<file path="config.mk">
export PLATFORM = sky130hd
export DESIGN_NAME = nic_ctrl
export DESIGN_NICKNAME = d
export VERILOG_FILES = /design/src/rtl/nic_pkg.sv /design/src/rtl/nic_chan_buf.sv /design/src/rtl/nic_ctrl.sv
export SDC_FILE = /design/constraint.sdc
export NUM_CORES = 1
export LEC_CHECK = 0
export ABC_AREA = 1
export BUFFER_PORTS_ARGS = -buffer_cell sky130_fd_sc_hd__buf_2
export CAP_MARGIN = 40
export CORE_MARGIN = 3
export CORE_UTILIZATION = 44
export CTS_BUF_LIST = sky130_fd_sc_hd__clkbuf_4 sky130_fd_sc_hd__clkbuf_8
export DETAILED_ROUTE_END_ITERATION = 8
export PLACE_DENSITY_LB_ADDON = 0.15
export SLEW_MARGIN = 0
export SYNTH_ARGS = -nofsm -noshare
export SYNTH_HDL_FRONTEND = slang
export SYNTH_SLANG_ARGS = --single-unit
</file>
<file path="constraint.sdc">
create_clock -name clk -period 4.26 [get_ports clk]
set_input_delay 0.639 -clock clk [delete_from_list [all_inputs] [get_ports clk]]
set_output_delay 0.639 -clock clk [all_outputs]
set_load 0.02 [all_outputs]
</file>
<file path="src/rtl/nic_pkg.sv">
// Shared constants for the NIC: cpu register map, packet width and VC bit position.
package nic_pkg;

    localparam int unsigned NIC_DATA_WIDTH = 64;
    localparam int unsigned NIC_VC_BIT     = 0;

    localparam logic [1:0] NIC_ADDR_ICB      = 2'b00;
    localparam logic [1:0] NIC_ADDR_ICB_STAT = 2'b01;
    localparam logic [1:0] NIC_ADDR_OCB      = 2'b10;
    localparam logic [1:0] NIC_ADDR_OCB_STAT = 2'b11;

endpackage

</file>
<file path="src/rtl/nic_chan_buf.sv">
// Single-entry channel buffer: one data register plus a full flag.
module nic_chan_buf #(
    parameter int unsigned Width = 64
) (
    input  logic             clk,
    input  logic             reset,
    input  logic             wr_i,
    input  logic             rd_i,
    input  logic [0:Width-1] data_i,
    output logic [0:Width-1] data_o,
    output logic             full_o
);

    logic [0:Width-1] data_q, data_d;
    logic             full_q, full_d;

    // A write only lands in an empty buffer; a read only empties a full one.
    always_comb begin
        data_d = data_q;
        full_d = full_q;
        if (full_q) begin
            if (rd_i) begin
                full_d = 1'b0;
            end
        end else if (wr_i) begin
            data_d = data_i;
            full_d = 1'b1;
        end
    end

    always_ff @(posedge clk or posedge reset) begin
        if (reset) begin
            data_q <= '0;
            full_q <= 1'b0;
        end else begin
            data_q <= data_d;
            full_q <= full_d;
        end
    end

    assign data_o = data_q;
    assign full_o = full_q;

endmodule

</file>
<file path="src/rtl/nic_ctrl.sv">
// NIC between the cpu register port and a ring router node: ICB/OCB buffers,
// cpu read mux, router handshake and polarity-gated send.
module nic_ctrl
    import nic_pkg::*;
#(
    parameter int unsigned DATA_WIDTH = NIC_DATA_WIDTH,
    parameter int unsigned ADDR_WIDTH = 2
) (
    input  logic                  clk,
    input  logic                  reset,
    input  logic [0:ADDR_WIDTH-1] nicAddr,
    input  logic [0:DATA_WIDTH-1] nicDataIn,
    output logic [0:DATA_WIDTH-1] nicDataOut,
    input  logic                  nicEn,
    input  logic                  nicWrEn,
    input  logic                  net_si,
    output logic                  net_ri,
    input  logic [0:DATA_WIDTH-1] net_di,
    output logic                  net_so,
    input  logic                  net_ro,
    output logic [0:DATA_WIDTH-1] net_do,
    input  logic                  net_polarity
);

    logic                  icb_full, ocb_full;
    logic [0:DATA_WIDTH-1] icb_data, ocb_data;
    logic                  cpu_rd, cpu_wr;
    logic                  icb_wr, icb_rd, ocb_wr;

    assign cpu_rd = nicEn & ~nicWrEn;
    assign cpu_wr = nicEn & nicWrEn;

    assign net_ri = ~icb_full & ~reset;
    assign icb_wr = net_si & net_ri;
    assign icb_rd = cpu_rd & (nicAddr == NIC_ADDR_ICB);
    assign ocb_wr = cpu_wr & (nicAddr == NIC_ADDR_OCB);

    // Only the VC matching the current ring polarity may be injected.
    assign net_so = ocb_full & net_ro & (ocb_data[NIC_VC_BIT] == net_polarity) & ~reset;
    assign net_do = ocb_data;

    nic_chan_buf #(
        .Width (DATA_WIDTH)
    ) u_icb (
        .clk    (clk),
        .reset  (reset),
        .wr_i   (icb_wr),
        .rd_i   (icb_rd),
        .data_i (net_di),
        .data_o (icb_data),
        .full_o (icb_full)
    );

    nic_chan_buf #(
        .Width (DATA_WIDTH)
    ) u_ocb (
        .clk    (clk),
        .reset  (reset),
        .wr_i   (ocb_wr),
        .rd_i   (net_so),
        .data_i (nicDataIn),
        .data_o (ocb_data),
        .full_o (ocb_full)
    );

    always_comb begin
        nicDataOut = '0;
        if (cpu_rd) begin
            case (nicAddr)
                NIC_ADDR_ICB:      nicDataOut = icb_data;
                NIC_ADDR_ICB_STAT: nicDataOut = {{(DATA_WIDTH-1){1'b0}}, icb_full};
                NIC_ADDR_OCB:      nicDataOut = ocb_data;
                NIC_ADDR_OCB_STAT: nicDataOut = {{(DATA_WIDTH-1){1'b0}}, ocb_full};
                default:           nicDataOut = '0;
            endcase
        end
    end

endmodule

</file>
==> out/qor.yml <==
status: "completed"
min_path_type: "in -> async"
setup_ws_ns: 1.55
dp_hpwl_mm: 12.4
pin_count: 267
use_met1_pct: 32.1
critPathMaxFanout: 72
design.core.area_um2: 13400
diodes: 0
cts-htree-levels: 4
seqCellArea_um2: 3250
clk_pin_slew_worst_paths_ns: 0.07
finalHoldViolations: 0
die_h_um: 124
worstMarginPinSlew_ns: 0.738
syn_to_final_growth_pct: 29.2
crit_chain: "buf_2 -> inv_2 -> nor2_4 -> buf_4 -> nand2_1 -> a21oi_1 -> buf_2"
min_period_over_period_pct: 63.5
cts_setup_buffers: 0
cts_tree: "done"
ctsResizeCount: 0
synth_nets: 937
drt.antenna.violating_nets: 0
die-area_um2: 15300
cts.sinks: 130
crit_arrival_ns: 2.07
ctsHoldBuffers: 0
crit_path_top_delay_cell: "buf_4"
drive_gt1_share_pct: 30.5
place_congestion: 0.795
drt_iter0_markers: 454
rsz0062_at_grt: "no"
pre_cts_ws_ns: 1.58
cpMostUsedCell: "buf_2"
globalRoute.busiestLayer: "met2"
vdd_drop_max_v: 0.000328
syn_area_um2: 6100
startpoint_type: "input port"
root_buffer: "clkbuf_8"
grt_use_met3_pct: 6.54
drv_slew: 0
p_leak_uw: 0.00442
synth_seq_cells: 130
crit_type: "in -> out"
skew_ns: 0.00987
insertion_delay_ns: 0.44
holdWs_ns: 0.178
syn_inst: 800
die_w_um: 124
period_minus_slack_ns: 2.71
fin_util_pct: 58.8
start_util_pct: 45.5
avgSynthCellArea_um2: 7.63
max_freq_mhz: 370
rows: 42
grt_max_degree: 73
yosysSeqAreaShare_pct: 53.3
route.detailed.drc: 0
antenna_found_initial: 0
vias: 6174
grt_pass1_wl_mm: 28.7
end_kind: "primary output"
cts_buffer_depth: 2
use_met2_pct: 37.7
fill_cells: 1333
totalWireLength_mm: 18.3
grt_util_all_layers_pct: 24.1
finalSetupViolations: 0
cap_violations: 0
synth_cell_types: 14
fin_nets: 1171
max_slew_margin_pct: 50.8
yosysWarnings: 0
cts_buffers: 17
drt-vias-per-instance: 5.05
avgRoutedWirePerCell_um: 15.0
power.density_nw_per_um2: 632
multiInputGateArea_um2: 2530
grt_pass1_vias: 5670
cp_data_required_time_ns: 3.62
setup-tns-final_ns: 0
max_stage_delay_ns: 0.56
grt_overflow: 0
first_pass_iters: 5
io_buffers: 266
-- layer usage --
metal | up-vias | wire length, µm
met1 | 2898 | 7810
met5 | - | 0
li1 | 3020 | -
met4 | 0 | 338
met2 | 229 | 8670
met3 | 27 | 1530
-- report_power, final --
group	internal [µW]	total (µW)	switching [µW]	leakage, µW
clock network	523	998	475	0.000194
logic	593	1720	1130	0.00260
registers	1840	2270	428	0.00162
total	2950	4980	2030	0.00442
-- flip-flops by register name, summed over array words and instances, names as in the netlist --
register,cells
u_icb.full_o,1
u_ocb.full_o,1
u_icb.data_o,64
u_ocb.data_o,64
-- path summary, 6_finish.rpt --
| kind | from | cells after the start | to | slack, ns |
|---|---|---|---|---|
| max | nicAddr[0] | 7 | nicDataOut[32] | 1.55 |
| min | reset | 2 | u_ocb.data_o[47] | 0.18 |
| max reg2reg | u_icb.full_o | 5 | u_icb.data_o[6] | 2.61 |
| min reg2reg | u_icb.data_o[16] | 2 | u_icb.data_o[16] | 0.47 |
| max in group asynchronous | reset | 3 | u_ocb.data_o[31] | 3.50 |
| min in group clk | nicDataIn[11] | 3 | u_ocb.data_o[11] | 0.42 |
-- placed cells by master (no fill, tap or decap), drive strengths merged --
cell	count
nand2	397
bufinv	1
a21oi	63
nand3	131
buf	278
clkinv	6
o21ai	1
nor2	7
inv	8
clkinvlp	3
clkbuf	22
dfrtp	130
-- kinds of logic (layout without fill, tap and decap cells) --
kind of cell    count (synthesis)  in the layout  synth area share [%]
compound gates                 64             64                  5.25
buf+inv                        71            318                  5.78
flops                         130            130                  53.3
simple gates                  535            535                  35.6
-- through the flow --
stage	total power, µW	area [µm²]	cells
floorplan	3350	6100	800
global placement	3970	7450	1189
detailed placement	4020	7500	1191
CTS	5030	7880	1223
global route	5370	7880	1223
finish	4980	7880	1223
-- Yosys cell counts, drive strengths merged --
library cell | count | share of area [%]
nand2 | 397 | 24
nand3 | 131 | 11
clkbuf | 9 | 0.55
dfrtp | 130 | 53
o21ai | 1 | 0.082
inv | 8 | 0.49
a21oi | 63 | 5.2
nor2 | 7 | 0.47
buf | 54 | 4.7
-- worst max-delay path, delay by kind of cell --
| family | cells | cell delay (ns) |
|---|---|---|
| buf+inv | 4 | 0.97 |
| compound gates | 1 | 0.20 |
| simple gates | 2 | 0.18 |
-- area by class of cell --
type	instances	share of cell area, %
tap	176	2.79
inverter	8	0.413
multi-input combinational	599	32.1
clock inverter	10	1.05
sequential	130	41.3
clock buffer	22	3.76
timing repair buffer	278	18.6
No activity file was read; power rests on OpenSTA's default activity.
